File: src/rtl/axis_fifo_pkg.sv
// Shared types and the round-robin selection helper for the AXIS FIFO write arbiter.
package axis_fifo_pkg;

  localparam int unsigned RR_MAX_PORTS = 16;
  localparam int unsigned RR_IDX_W     = 4;

  typedef enum logic {
    IDLE = 1'b0,
    BUSY = 1'b1
  } arb_state_t;

  // Returns {found, winner}: first eligible port searching upward from last_grant+1, wrapping.
  function automatic logic [RR_IDX_W:0] rr_pick(input logic [RR_MAX_PORTS-1:0] eligible,
                                                input logic [RR_IDX_W-1:0]     last_grant,
                                                input int unsigned             num_ports);
    logic                found;
    logic [RR_IDX_W-1:0] win;
    int unsigned         idx;
    found = 1'b0;
    win   = '0;
    for (int unsigned off = 1; off <= RR_MAX_PORTS; off++) begin
      if (off <= num_ports) begin
        idx = (32'(last_grant) + off) % num_ports;
        if (!found && eligible[RR_IDX_W'(idx)]) begin
          found = 1'b1;
          win   = RR_IDX_W'(idx);
        end
      end
    end
    return {found, win};
  endfunction

endpackage

File: src/rtl/axis_rr_pick.sv
// Combinational round-robin priority selector over NUM_PORTS requesters.
module axis_rr_pick
  import axis_fifo_pkg::*;
#(
  parameter int unsigned NUM_PORTS = 4,
  parameter int unsigned IDX_WIDTH = $clog2(NUM_PORTS)
) (
  input  logic [NUM_PORTS-1:0] eligible,
  input  logic [IDX_WIDTH-1:0] last_grant,
  output logic [IDX_WIDTH-1:0] winner_c,
  output logic                 found_c
);

  logic [RR_IDX_W:0] pick;

  always_comb begin
    pick     = rr_pick(RR_MAX_PORTS'(eligible), RR_IDX_W'(last_grant), NUM_PORTS);
    winner_c = IDX_WIDTH'(pick[RR_IDX_W-1:0]);
    found_c  = pick[RR_IDX_W];
  end

endmodule

File: src/rtl/axis_fifo_wr_arbiter.sv
// Packet-level round-robin arbiter sharing the AXIS async FIFO write port among NUM_PORTS requesters.
module axis_fifo_wr_arbiter
  import axis_fifo_pkg::*;
#(
  parameter int unsigned NUM_PORTS  = 4,
  parameter int unsigned DATA_WIDTH = 32,
  parameter int unsigned STRB_WIDTH = DATA_WIDTH / 8,
  parameter int unsigned IDX_WIDTH  = $clog2(NUM_PORTS)
) (
  input  logic                            s_axis_aclk,
  input  logic                            s_axis_aresetn,
  input  logic [NUM_PORTS*DATA_WIDTH-1:0] s_req_tdata,
  input  logic [NUM_PORTS*STRB_WIDTH-1:0] s_req_tstrb,
  input  logic [NUM_PORTS-1:0]            s_req_tlast,
  input  logic [NUM_PORTS-1:0]            s_req_tvalid,
  output logic [NUM_PORTS-1:0]            s_req_tready,
  output logic [DATA_WIDTH-1:0]           m_axis_tdata,
  output logic [STRB_WIDTH-1:0]           m_axis_tstrb,
  output logic                            m_axis_tlast,
  output logic                            m_axis_tvalid,
  input  logic                            m_axis_tready,
  input  logic                            fifo_almost_full,
  input  logic                            cfg_enable,
  input  logic [NUM_PORTS-1:0]            cfg_port_mask,
  output logic                            grant_active,
  output logic [IDX_WIDTH-1:0]            grant_idx,
  output logic                            pkt_done
);

  arb_state_t             state_q, state_d;
  logic [IDX_WIDTH-1:0]   grant_idx_q, grant_idx_d;
  logic [IDX_WIDTH-1:0]   last_grant_q, last_grant_d;
  logic                   pkt_done_q, pkt_done_d;
  logic                   af_q;

  logic [NUM_PORTS-1:0]   eligible;
  logic [IDX_WIDTH-1:0]   winner_c;
  logic                   found_c;

  logic [DATA_WIDTH-1:0]  req_data [NUM_PORTS];
  logic [STRB_WIDTH-1:0]  req_strb [NUM_PORTS];

  assign eligible = s_req_tvalid & cfg_port_mask;

  axis_rr_pick #(
    .NUM_PORTS (NUM_PORTS),
    .IDX_WIDTH (IDX_WIDTH)
  ) u_rr_pick (
    .eligible   (eligible),
    .last_grant (last_grant_q),
    .winner_c   (winner_c),
    .found_c    (found_c)
  );

  // af_q resets high so nothing is granted before almost_full has been sampled once.
  always_ff @(posedge s_axis_aclk or negedge s_axis_aresetn) begin
    if (!s_axis_aresetn) begin
      state_q      <= IDLE;
      grant_idx_q  <= '0;
      last_grant_q <= IDX_WIDTH'(NUM_PORTS - 1);
      pkt_done_q   <= 1'b0;
      af_q         <= 1'b1;
    end else begin
      state_q      <= state_d;
      grant_idx_q  <= grant_idx_d;
      last_grant_q <= last_grant_d;
      pkt_done_q   <= pkt_done_d;
      af_q         <= fifo_almost_full;
    end
  end

  // Grant in IDLE, release on the accepted tlast beat.
  always_comb begin
    state_d      = state_q;
    grant_idx_d  = grant_idx_q;
    last_grant_d = last_grant_q;
    pkt_done_d   = 1'b0;
    case (state_q)
      IDLE: begin
        if (cfg_enable && !af_q && found_c) begin
          state_d      = BUSY;
          grant_idx_d  = winner_c;
          last_grant_d = winner_c;
        end
      end
      BUSY: begin
        if (m_axis_tvalid && m_axis_tready && m_axis_tlast) begin
          state_d    = IDLE;
          pkt_done_d = 1'b1;
        end
      end
    endcase
  end

  // Zero-latency passthrough of the granted port while BUSY.
  always_comb begin
    for (int i = 0; i < int'(NUM_PORTS); i++) begin
      req_data[i] = s_req_tdata[i*DATA_WIDTH +: DATA_WIDTH];
      req_strb[i] = s_req_tstrb[i*STRB_WIDTH +: STRB_WIDTH];
    end
    m_axis_tdata  = '0;
    m_axis_tstrb  = '0;
    m_axis_tlast  = 1'b0;
    m_axis_tvalid = 1'b0;
    s_req_tready  = '0;
    if (state_q == BUSY) begin
      m_axis_tdata              = req_data[grant_idx_q];
      m_axis_tstrb              = req_strb[grant_idx_q];
      m_axis_tlast              = s_req_tlast[grant_idx_q];
      m_axis_tvalid             = s_req_tvalid[grant_idx_q];
      s_req_tready[grant_idx_q] = m_axis_tready;
    end
  end

  assign grant_active = (state_q == BUSY);
  assign grant_idx    = grant_idx_q;
  assign pkt_done     = pkt_done_q;

endmodule

File: config.mk
export PLATFORM = sky130hd
export DESIGN_NAME = axis_fifo_wr_arbiter
export DESIGN_NICKNAME = d
export VERILOG_FILES = /design/src/rtl/axis_fifo_pkg.sv /design/src/rtl/axis_rr_pick.sv /design/src/rtl/axis_fifo_wr_arbiter.sv
export SDC_FILE = /design/constraint.sdc
export NUM_CORES = 1
export LEC_CHECK = 0
export ABC_AREA = 1
export CAP_MARGIN = 20
export CELL_PAD_IN_SITES_DETAIL_PLACEMENT = 1
export CELL_PAD_IN_SITES_GLOBAL_PLACEMENT = 2
export CORE_MARGIN = 2
export CORE_UTILIZATION = 27
export CTS_CLUSTER_SIZE = 40
export DETAILED_ROUTE_END_ITERATION = 10
export DONT_BUFFER_PORTS = 1
export PLACE_DENSITY_LB_ADDON = 0.1
export SYNTH_ARGS = -nofsm -noshare
export SYNTH_HDL_FRONTEND = slang
export SYNTH_SLANG_ARGS = --single-unit
File: constraint.sdc
create_clock -name s_axis_aclk -period 4.52 [get_ports s_axis_aclk]
set_input_delay 0.452 -clock s_axis_aclk [delete_from_list [all_inputs] [get_ports s_axis_aclk]]
set_output_delay 0.452 -clock s_axis_aclk [all_outputs]
set_load 0.01 [all_outputs]
==> impl_results.html, run 1 <==
<table>
<tr><th>Metric</th><th>Value</th></tr>
<tr><th colspan="2">Timing</th></tr>
<tr><td>Worst max-slew margin expressed relative to the limit</td><td>41.2%</td></tr>
<tr><td>Achievable frequency</td><td>353 MHz</td></tr>
<tr><td>RSZ-0062 raised after global routing</td><td>false</td></tr>
<tr><td>Slew @ Worst Pin</td><td>0.881 ns</td></tr>
<tr><td>Total count of hold-check failures in the final report</td><td>0</td></tr>
<tr><td>Fin. max-slew vios</td><td>0</td></tr>
<tr><td>Min cycle time layout</td><td>2.83 ns</td></tr>
<tr><td>Setup-violating endpoint count in the final report</td><td>0</td></tr>
<tr><td>Minimum setup slack in the final design</td><td>1.69 ns</td></tr>
<tr><td>Part of the cycle the worst path needs</td><td>62.6%</td></tr>
<tr><td>Setup skew after layout</td><td>0.00600 ns</td></tr>
<tr><td>Final total negative setup slack</td><td>0 ns</td></tr>
<tr><th colspan="2">Final layout</th></tr>
<tr><td>Register Area</td><td>179 um2</td></tr>
<tr><td>Area growth from synthesis to final layout</td><td>3.29%</td></tr>
<tr><td>Final Cell Area</td><td>0.00161 mm2</td></tr>
<tr><td>Total number of nets in the final design</td><td>417</td></tr>
<tr><td>Multi-input gate area</td><td>0.00121 mm2</td></tr>
<tr><td>Count of fill cells added during filler insertion</td><td>756</td></tr>
<tr><td>Share of final-layout standard cells stronger than drive strength 1</td><td>13.3%</td></tr>
<tr><td>Count of inserted antenna diode cells</td><td>0</td></tr>
<tr><th colspan="2">Logic synthesis</th></tr>
<tr><td>Most frequent cell after synthesis</td><td>nand2_1</td></tr>
<tr><td>Library cells used by synthesis</td><td>27</td></tr>
<tr><td>Mean instance size in the synthesized netlist</td><td>5.82 um2</td></tr>
<tr><td>Register area share after synthesis</td><td>11.5%</td></tr>
<tr><td>Syn Inst Count</td><td>268</td></tr>
<tr><td>Most instantiated flip-flop cell in the synthesis netlist</td><td>dfrtp_1</td></tr>
<tr><td>Synthesized net count</td><td>429</td></tr>
<tr><td>Area share of the leading cell type in the synthesized netlist</td><td>27.2%</td></tr>
<tr><td>Fraction of synthesis flops using an asynchronous set or reset pin</td><td>100%</td></tr>
<tr><td>Commonest cells post-synth</td><td>113 x nand2_1, 38 x a22oi_1, 36 x a31oi_1, 10 x buf_2</td></tr>
<tr><td>Yosys warns</td><td>0</td></tr>
<tr><td>Largest cells by area after synthesis</td><td>nand2_1 27%, a22oi_1 18%, a31oi_1 14%</td></tr>
<tr><td>Summed instance area of the synthesized netlist</td><td>0.00156 mm2</td></tr>
<tr><td>Number of synthesized flops with an enable pin</td><td>0</td></tr>
<tr><td>#FFs+latches synth</td><td>7</td></tr>
<tr><td>Biggest area consumer among synthesized cells</td><td>nand2_1</td></tr>
<tr><th colspan="2">Die</th></tr>
<tr><td>Initial Utilization</td><td>28.1%</td></tr>
<tr><td>X dimension of the die</td><td>80.0 um</td></tr>
<tr><td>Floorplan Core Area</td><td>0.00554 mm2</td></tr>
<tr><td>Number of placement rows</td><td>27</td></tr>
<tr><td>Die Span Y</td><td>80.0 um</td></tr>
<tr><td>Area enclosed by the die boundary</td><td>0.00640 mm2</td></tr>
<tr><td>IO Count</td><td>207</td></tr>
<tr><th colspan="2">Global route</th></tr>
<tr><td>Global route total overflow</td><td>0</td></tr>
<tr><td>Wire length of the first global-routing pass</td><td>9540 um</td></tr>
<tr><td>Largest net degree at the start of global routing</td><td>39</td></tr>
<tr><td>Antenna violations before repair</td><td>0</td></tr>
<tr><td>Number of global-route vias before repair</td><td>1857</td></tr>
<tr><td>Overall Global Routing Usage</td><td>18.6%</td></tr>
<tr><th colspan="2">Clock tree</th></tr>
<tr><td>Largest buffer count on any clock path</td><td>2</td></tr>
<tr><td>TritonCTS buffer count</td><td>3</td></tr>
<tr><td>Clock sink total</td><td>7</td></tr>
<tr><td>Clock Latency Late Sink</td><td>0.23 ns</td></tr>
<tr><td>Postcts setup bufs</td><td>0</td></tr>
<tr><td>Post-CTS clock slew at the launch and capture registers of the worst setup and hold paths</td><td>0.04 ns</td></tr>
<tr><td>CTS tree</td><td>done</td></tr>
<tr><td>Level count of the clock H-tree</td><td>1</td></tr>
<tr><td>CTS root buffer</td><td>clkbuf_8</td></tr>
<tr><td>Number of resized instances in the post-cts repair step</td><td>0</td></tr>
<tr><td>Hold buffer count at cts</td><td>1</td></tr>
<tr><th colspan="2">Worst setup path</th></tr>
<tr><td>Depth of the worst register-to-register path</td><td>8</td></tr>
<tr><td>Worst reg2reg startpoint</td><td>grant_idx[0]</td></tr>
<tr><td>Required time of the critical path</td><td>4.07 ns</td></tr>
<tr><td>Worst setup slack for register-to-register paths</td><td>2.19 ns</td></tr>
<tr><td>Endpoint arrival time on the critical path</td><td>2.38 ns</td></tr>
<tr><td>Kind of end point of the critical path</td><td>output pin</td></tr>
<tr><td>Critical path launch point type</td><td>flop</td></tr>
<tr><td>Crit Reg-Reg Endpoint</td><td>grant_active</td></tr>
<tr><td>Critical setup path kind</td><td>flop to output pin</td></tr>
<tr><td>Worst Path Max Fanout</td><td>21</td></tr>
<tr><th colspan="2">Drt</th></tr>
<tr><td>Detailed-route vias per instance</td><td>5.89</td></tr>
<tr><td>First-pass detailed-route iteration total</td><td>4</td></tr>
<tr><td>Wire length on met2</td><td>3460 um</td></tr>
<tr><td>Count of antenna-violating nets left after detailed routing</td><td>0</td></tr>
<tr><td>Detailed-route wire length per cell</td><td>20.7 um</td></tr>
<tr><td>Highest metal layer with signal wires</td><td>met3</td></tr>
<tr><td>Total routed wirelength</td><td>6780 um</td></tr>
<tr><td>Initial drt markers</td><td>51</td></tr>
<tr><td>Met1 Wirelength</td><td>2880 um</td></tr>
<tr><td>Number of vias after detailed routing</td><td>1926</td></tr>
<tr><td>DRC violation count after routing</td><td>0</td></tr>
<tr><td>Total length of routed met3 wires</td><td>446 um</td></tr>
<tr><th colspan="2">Power</th></tr>
<tr><td>Leakage power summed over all cells</td><td>0.582 nW</td></tr>
<tr><td>Clock share of power</td><td>7.2%</td></tr>
<tr><td>Internal power summed over all cells</td><td>0.000442 W</td></tr>
<tr><td>Power per cell area</td><td>764 mW/mm2</td></tr>
<tr><td>Peak ir drop on the vdd network</td><td>456 uV</td></tr>
<tr><td>Seq pwr share</td><td>11.3%</td></tr>
<tr><td>Switching portion of total power</td><td>64.1%</td></tr>
<tr><td>Power dissipated by switching net loads</td><td>0.000789 W</td></tr>
<tr><td>Relative contribution of combinational cells to total power</td><td>81.5%</td></tr>
<tr><th colspan="2">Outcome</th></tr>
<tr><td>Run status</td><td>finished clean</td></tr>
<tr><th colspan="2">Placement</th></tr>
<tr><td>Instance area at placement</td><td>0.00156 mm2</td></tr>
<tr><td>Port-buffer cells</td><td>0</td></tr>
<tr><td>Placer's final routability congestion estimate</td><td>0.696</td></tr>
<tr><td>Post-placement worst setup slack</td><td>1.92 ns</td></tr>
<tr><td>DP HPWL</td><td>5290 um</td></tr>
<tr><th colspan="2">Flow run</th></tr>
<tr><td>Count of maximum capacitance violations</td><td>0</td></tr>
<tr><th colspan="2">Hold path</th></tr>
<tr><td>Classification of the worst-slack hold path</td><td>input pin to async pin</td></tr>
</table>
-- cells in the final DEF (no fill, tap or decap), drive strengths merged, types with 2 or more instances in the layout --
| master | netlist | layout |
|---|---|---|
| nand4 | 3 | 3 |
| inv | 12 | 12 |
| nand2 | 125 | 125 |
| dfrtp | 4 | 4 |
| a31oi | 36 | 36 |
| o21ai | 3 | 3 |
| a21oi | 2 | 2 |
| a22oi | 38 | 38 |
| dfstp | 3 | 3 |
| nor2 | 10 | 10 |
| clkbuf | 4 | 4 |
| buf | 17 | 3 |
| nand3 | 8 | 8 |
-- worst max path at each step --
stage	from	endpoint	slack, ns	cells after the start
3_5_place_dp	grant_idx[0]	m_axis_tlast	1.92	5
6_report	grant_idx[0]	m_axis_tlast	1.69	5
3_3_place_gp	grant_idx[0]	m_axis_tlast	1.99	5
5_1_grt	grant_idx[0]	m_axis_tlast	1.52	5
4_1_cts	grant_idx[0]	m_axis_tlast	1.68	5
2_1_floorplan	grant_idx[0]	m_axis_tdata[11]	2.75	7
-- stage by stage --
step | total power (W) | hold slack [ns] | std cells | util (%)
floorplan | 0.000987 | 0.156 | 268 | -
global placement | 0.00115 | 0.157 | 322 | 28.1
detailed placement | 0.00115 | 0.157 | 322 | 28.1
CTS | 0.00125 | 0.0573 | 327 | 29.1
global route | 0.00136 | 0.0529 | 327 | 29.1
finish | 0.00123 | 0.0646 | 327 | 29.1
-- power groups by stage --
stage          Sequential [W]  Clock (W)  Combinational, W
2_1_floorplan        0.000120          0          0.000867
6_report             0.000140  0.0000884           0.00100
3_5_place_dp         0.000141          0           0.00101
3_3_place_gp         0.000140          0           0.00101
5_1_grt              0.000146  0.0000950           0.00112
4_1_cts              0.000140  0.0000918           0.00101
-- flip-flops by register name, indices dropped and copies added (netlist names) --
signal,flops
pkt_done,1
grant_idx,2
last_grant_q,2
af_q,1
grant_active,1
-- worst max-delay path, stage by stage (launching register included) --
cell and delay (ns):
dfrtp_1 0.49, inv_1 0.11, nor2_2 0.68, buf_4 0.39, a22oi_1 0.13, a21oi_1 0.34
-- area by class of cell --
class | instances | share of cell area (%)
Inverter | 13 | 3.34
Multi-Input combinational cell | 227 | 75.1
Sequential cell | 7 | 11.1
Clock buffer | 4 | 2.80
Timing Repair Buffer | 4 | 2.02
Tap cell | 72 | 5.59
-- routing by layer --
layer / vias up / global-route usage [%]
li1: 920 / -
met1: 919 / 23.8
met2: 87 / 32.6
met3: 0 / 3.62
met4: 0 / 3.22
met5: - / 0
-- kinds of logic after synthesis --
| group | Yosys count | share of synthesized area [%] |
|---|---|---|
| and+or+nand+nor | 147 | 41.6 |
| AOI/OAI and AO/OA | 80 | 35.7 |
| buffers and inverters | 34 | 11.2 |
| DFF | 7 | 11.5 |
No activity file was read; power rests on OpenSTA's default activity.
==> run 2, diff against run 1 <==
- ABC_AREA: 1 -> 0
- CORE_AREA: not set -> 2 2 79 81
- CORE_MARGIN: 2 -> not set
- CORE_UTILIZATION: 27 -> not set
- DIE_AREA: not set -> 0 0 81 83
- clock period: 4.52 -> 2.8 ns (I/O delays scaled with it)
==> impl_results.html, run 2 <==
<table>
<tr><th>Metric</th><th>Value</th></tr>
<tr><th colspan="2">Power</th></tr>
<tr><td>Switching portion of total power</td><td>46.6% (was 64.1%)</td></tr>
<tr><td>Peak ir drop on the vdd network</td><td>568 uV (was 456 uV)</td></tr>
<tr><td>Leakage power summed over all cells</td><td>0.548 nW (was 0.582 nW)</td></tr>
<tr><td>Seq pwr share</td><td>21.4% (was 11.3%)</td></tr>
<tr><td>Internal power summed over all cells</td><td>0.000942 W (was 0.000442 W)</td></tr>
<tr><td>Power per cell area</td><td>1060 mW/mm2 (was 764 mW/mm2)</td></tr>
<tr><td>Clock share of power</td><td>7.9% (was 7.2%)</td></tr>
<tr><td>Sum of internal, switching and leakage power</td><td>0.00176 W (was 0.00123 W)</td></tr>
<tr><td>Relative contribution of combinational cells to total power</td><td>70.6% (was 81.5%)</td></tr>
<tr><td>Power dissipated by switching net loads</td><td>0.000822 W (was 0.000789 W)</td></tr>
<tr><th colspan="2">Flow run</th></tr>
<tr><td>Count of maximum capacitance violations</td><td>0 (unchanged)</td></tr>
<tr><th colspan="2">Logic synthesis</th></tr>
<tr><td>#FFs+latches synth</td><td>7 (unchanged)</td></tr>
<tr><td>Summed instance area of the synthesized netlist</td><td>0.00159 mm2 (was 0.00156 mm2)</td></tr>
<tr><td>Area share of the leading cell type in the synthesized netlist</td><td>54.0% (was 27.2%)</td></tr>
<tr><td>Most frequent cell after synthesis</td><td>and2_1 (was nand2_1)</td></tr>
<tr><td>Largest cells by area after synthesis</td><td>mux4_2 54%, and2_1 15%, dfrtp_1 6.3% (was nand2_1 27%, a22oi_1 18%, a31oi_1 14%)</td></tr>
<tr><td>Commonest cells post-synth</td><td>39 x and2_1, 38 x mux4_2, 6 x buf_2, 5 x a21o_1, 5 x nand2_1 (was 113 x nand2_1, 38 x a22oi_1, 36 x a31oi_1, 10 x buf_2)</td></tr>
<tr><td>Biggest area consumer among synthesized cells</td><td>mux4_2 (was nand2_1)</td></tr>
<tr><td>Fraction of synthesis flops using an asynchronous set or reset pin</td><td>100% (unchanged)</td></tr>
<tr><td>Yosys warns</td><td>0 (unchanged)</td></tr>
<tr><td>Most instantiated flip-flop cell in the synthesis netlist</td><td>dfrtp_1 (unchanged)</td></tr>
<tr><td>Register area share after synthesis</td><td>11.3% (was 11.5%)</td></tr>
<tr><td>Library cells used by synthesis</td><td>27 (unchanged)</td></tr>
<tr><td>Number of synthesized flops with an enable pin</td><td>0 (unchanged)</td></tr>
<tr><td>Synthesized net count</td><td>291 (was 429)</td></tr>
<tr><td>Syn Inst Count</td><td>130 (was 268)</td></tr>
<tr><td>Mean instance size in the synthesized netlist</td><td>12.2 um2 (was 5.82 um2)</td></tr>
<tr><th colspan="2">Drt</th></tr>
<tr><td>Wire length on met2</td><td>3150 um (was 3460 um)</td></tr>
<tr><td>Detailed-route wire length per cell</td><td>27.3 um (was 20.7 um)</td></tr>
<tr><td>Initial drt markers</td><td>28 (was 51)</td></tr>
<tr><td>Number of vias after detailed routing</td><td>1213 (was 1926)</td></tr>
<tr><td>Highest metal layer with signal wires</td><td>met4 (was met3)</td></tr>
<tr><td>Met1 Wirelength</td><td>1700 um (was 2880 um)</td></tr>
<tr><td>Total length of routed met3 wires</td><td>519 um (was 446 um)</td></tr>
<tr><td>Detailed-route vias per instance</td><td>6.10 (was 5.89)</td></tr>
<tr><td>Count of antenna-violating nets left after detailed routing</td><td>0 (unchanged)</td></tr>
<tr><td>Total routed wirelength</td><td>5430 um (was 6780 um)</td></tr>
<tr><td>DRC violation count after routing</td><td>0 (unchanged)</td></tr>
<tr><td>First-pass detailed-route iteration total</td><td>4 (unchanged)</td></tr>
<tr><th colspan="2">Timing</th></tr>
<tr><td>Final total negative setup slack</td><td>0 ns (unchanged)</td></tr>
<tr><td>Achievable frequency</td><td>421 MHz</td></tr>
<tr><td>Minimum setup slack in the final design</td><td>0.423 ns (was 1.69 ns)</td></tr>
<tr><td>Fin. max-slew vios</td><td>0 (unchanged)</td></tr>
<tr><td>Setup skew after layout</td><td>0.00391 ns (was 0.00600 ns)</td></tr>
<tr><td>Setup-violating endpoint count in the final report</td><td>0 (unchanged)</td></tr>
<tr><td>Total count of hold-check failures in the final report</td><td>0 (unchanged)</td></tr>
<tr><td>Worst max-slew margin expressed relative to the limit</td><td>51.5% (was 41.2%)</td></tr>
<tr><td>Part of the cycle the worst path needs</td><td>84.9%</td></tr>
<tr><td>Slew @ Worst Pin</td><td>0.728 ns (was 0.881 ns)</td></tr>
<tr><td>RSZ-0062 raised after global routing</td><td>false (unchanged)</td></tr>
<tr><td>Min cycle time layout</td><td>2.38 ns</td></tr>
<tr><th colspan="2">Final layout</th></tr>
<tr><td>Total number of nets in the final design</td><td>286 (was 417)</td></tr>
<tr><td>Register Area</td><td>181 um2 (was 179 um2)</td></tr>
<tr><td>Count of fill cells added during filler insertion</td><td>664 (was 756)</td></tr>
<tr><td>Most frequent cells in the layout</td><td>39 x and2_1, 38 x mux4_2, 5 x nand2_1, 5 x a21o_1 (was 113 x nand2_1, 38 x a22oi_1, 36 x a31oi_1, 9 x inv_1, 9 x nand2_2)</td></tr>
<tr><td>Most common cell after layout, fill and taps aside</td><td>and2_1 (was nand2_1)</td></tr>
<tr><td>Finished Layout Cells</td><td>199 (was 327)</td></tr>
<tr><td>Share of final-layout standard cells stronger than drive strength 1</td><td>42.7% (was 13.3%)</td></tr>
<tr><td>Multi-input gate area</td><td>0.00129 mm2 (was 0.00121 mm2)</td></tr>
<tr><td>Count of inserted antenna diode cells</td><td>0 (unchanged)</td></tr>
<tr><td>Final standard cell utilization of the core</td><td>28.7% (was 29.1%)</td></tr>
<tr><td>Area growth from synthesis to final layout</td><td>5.13% (was 3.29%)</td></tr>
<tr><th colspan="2">Clock tree</th></tr>
<tr><td>Clock Latency Late Sink</td><td>0.23 ns (about the same)</td></tr>
<tr><td>Post-CTS clock slew at the launch and capture registers of the worst setup and hold paths</td><td>0.04 ns (about the same)</td></tr>
<tr><td>CTS tree</td><td>done (unchanged)</td></tr>
<tr><td>TritonCTS buffer count</td><td>3 (unchanged)</td></tr>
<tr><td>Level count of the clock H-tree</td><td>1 (unchanged)</td></tr>
<tr><td>CTS root buffer</td><td>clkbuf_8 (unchanged)</td></tr>
<tr><td>Clock sink total</td><td>7 (unchanged)</td></tr>
<tr><td>Largest buffer count on any clock path</td><td>2 (unchanged)</td></tr>
<tr><th colspan="2">Worst setup path</th></tr>
<tr><td>Critical setup path kind</td><td>flop to output pin (unchanged)</td></tr>
<tr><td>Endpoint arrival time on the critical path</td><td>2.10 ns (was 2.38 ns)</td></tr>
<tr><td>Required time of the critical path</td><td>2.52 ns (was 4.07 ns)</td></tr>
<tr><td>Max incr delay on CP</td><td>0.82 ns (was 0.68 ns)</td></tr>
<tr><td>Worst Path Max Fanout</td><td>24 (was 21)</td></tr>
<tr><td>Critical path launch point type</td><td>flop (unchanged)</td></tr>
<tr><td>Kind of end point of the critical path</td><td>output pin (unchanged)</td></tr>
<tr><td>Slowest stage cell, crit path</td><td>dfrtp_2 (was nor2_2)</td></tr>
<tr><td>Chain of cells forming the critical path</td><td>buf_12, mux4_2, and2_1 (was inv_1, nor2_2, buf_4, a22oi_1, a21oi_1)</td></tr>
<tr><th colspan="2">Die</th></tr>
<tr><td>Floorplan Core Area</td><td>0.00582 mm2 (was 0.00554 mm2)</td></tr>
<tr><td>IO Count</td><td>207 (unchanged)</td></tr>
<tr><td>Number of placement rows</td><td>28 (was 27)</td></tr>
<tr><td>X dimension of the die</td><td>81 um (was 80.0 um)</td></tr>
<tr><td>Area enclosed by the die boundary</td><td>0.00672 mm2 (was 0.00640 mm2)</td></tr>
<tr><td>Die Span Y</td><td>83 um (was 80.0 um)</td></tr>
<tr><td>Initial Utilization</td><td>27.3% (was 28.1%)</td></tr>
<tr><th colspan="2">Placement</th></tr>
<tr><td>Cell count after placement</td><td>194 (was 322)</td></tr>
<tr><td>DP HPWL</td><td>4700 um (was 5290 um)</td></tr>
<tr><td>Post-placement worst setup slack</td><td>0.605 ns (was 1.92 ns)</td></tr>
<tr><td>Port-buffer cells</td><td>0 (unchanged)</td></tr>
<tr><td>Placer's final routability congestion estimate</td><td>0.725 (was 0.696)</td></tr>
<tr><th colspan="2">Outcome</th></tr>
<tr><td>Run status</td><td>finished clean (unchanged)</td></tr>
<tr><th colspan="2">Global route</th></tr>
<tr><td>Antenna violations before repair</td><td>0 (unchanged)</td></tr>
<tr><td>Global route total overflow</td><td>0 (unchanged)</td></tr>
<tr><td>Number of global-route vias before repair</td><td>1444 (was 1857)</td></tr>
<tr><td>Largest net degree at the start of global routing</td><td>32 (was 39)</td></tr>
<tr><td>Overall Global Routing Usage</td><td>15.2% (was 18.6%)</td></tr>
<tr><td>Wire length of the first global-routing pass</td><td>7830 um (was 9540 um)</td></tr>
<tr><th colspan="2">Hold path</th></tr>
<tr><td>Classification of the worst-slack hold path</td><td>input pin to flop (was input pin to async pin)</td></tr>
</table>
[run 2: cells by family (layout without fill, tap and decap cells)]
| logic type | Yosys count | after routing | synth area share (%) |
|---|---|---|---|
| and+or+nand+nor | 53 | 53 | 19.8 |
| muxes | 38 | 38 | 54.0 |
| buffers and inverters | 17 | 11 | 7.34 |
| AOI/OAI and AO/OA | 15 | 15 | 7.58 |
| DFF | 7 | 7 | 11.3 |
[run 2: critical path, delay by kind of cell, from the launching register on]
family	cells	cell delay [ns]
buffers and inverters	1	0.28
flip-flops	1	0.82
multiplexers	1	0.53
AND/OR/NAND/NOR	1	0.21
[run 2: path summary, 6_finish.rpt]
path | startpoint | endpoint | slack, ns | cells after the start
setup reg to reg | grant_idx[0] | grant_active | 0.79 | 5
setup / recovery | grant_idx[0] | m_axis_tstrb[1] | 0.42 | 3
max in group asynchronous | s_axis_aresetn | last_grant_q[1] | 2.14 | 1
hold reg to reg | last_grant_q[0] | last_grant_q[0] | 0.54 | 1
hold / removal | fifo_almost_full | af_q | 0.05 | 0
min in group asynchronous | s_axis_aresetn | grant_active | 0.38 | 1
[run 2: layer usage]
layer,track usage [%],up-vias
met2,30.7,85
met1,15.0,615
met3,4.57,6
met5,0,-
li1,-,507
met4,1.69,0
[run 2: final cells by class]
type	instances	share of cell area, %
clock buffer	4	2.70
inverter	3	0.676
multi-input combinational	106	77.4
sequential	7	10.9
tap	75	5.63
timing repair buffer	4	2.70
[run 2: stage by stage]
| stage | hold WS [ns] | instance area [um2] |
|---|---|---|
| after global routing | 0.0390 | 1670 |
| after CTS | 0.0457 | 1670 |
| after floorplan | -0.0156 | 1590 |
| after detailed placement | -0.0153 | 1610 |
| final | 0.0536 | 1670 |
| after global placement | -0.0154 | 1610 |
[run 2: what timing repair did]
item | in CTS | in global routing
hold buffers | 1 | 0
resized for setup | 0 | 0
endpoints found under the hold margin | 7 | 0
buffers inserted | 0 | 0
[run 2: power groups by stage]
stage,Sequential [W],Clock [W],Combinational (W)
floorplan,0.000197,0,0.00130
global placement,0.000379,0,0.00125
detailed placement,0.000393,0,0.00127
CTS,0.000390,0.000145,0.00128
global route,0.000422,0.000153,0.00136
finish,0.000378,0.000140,0.00125
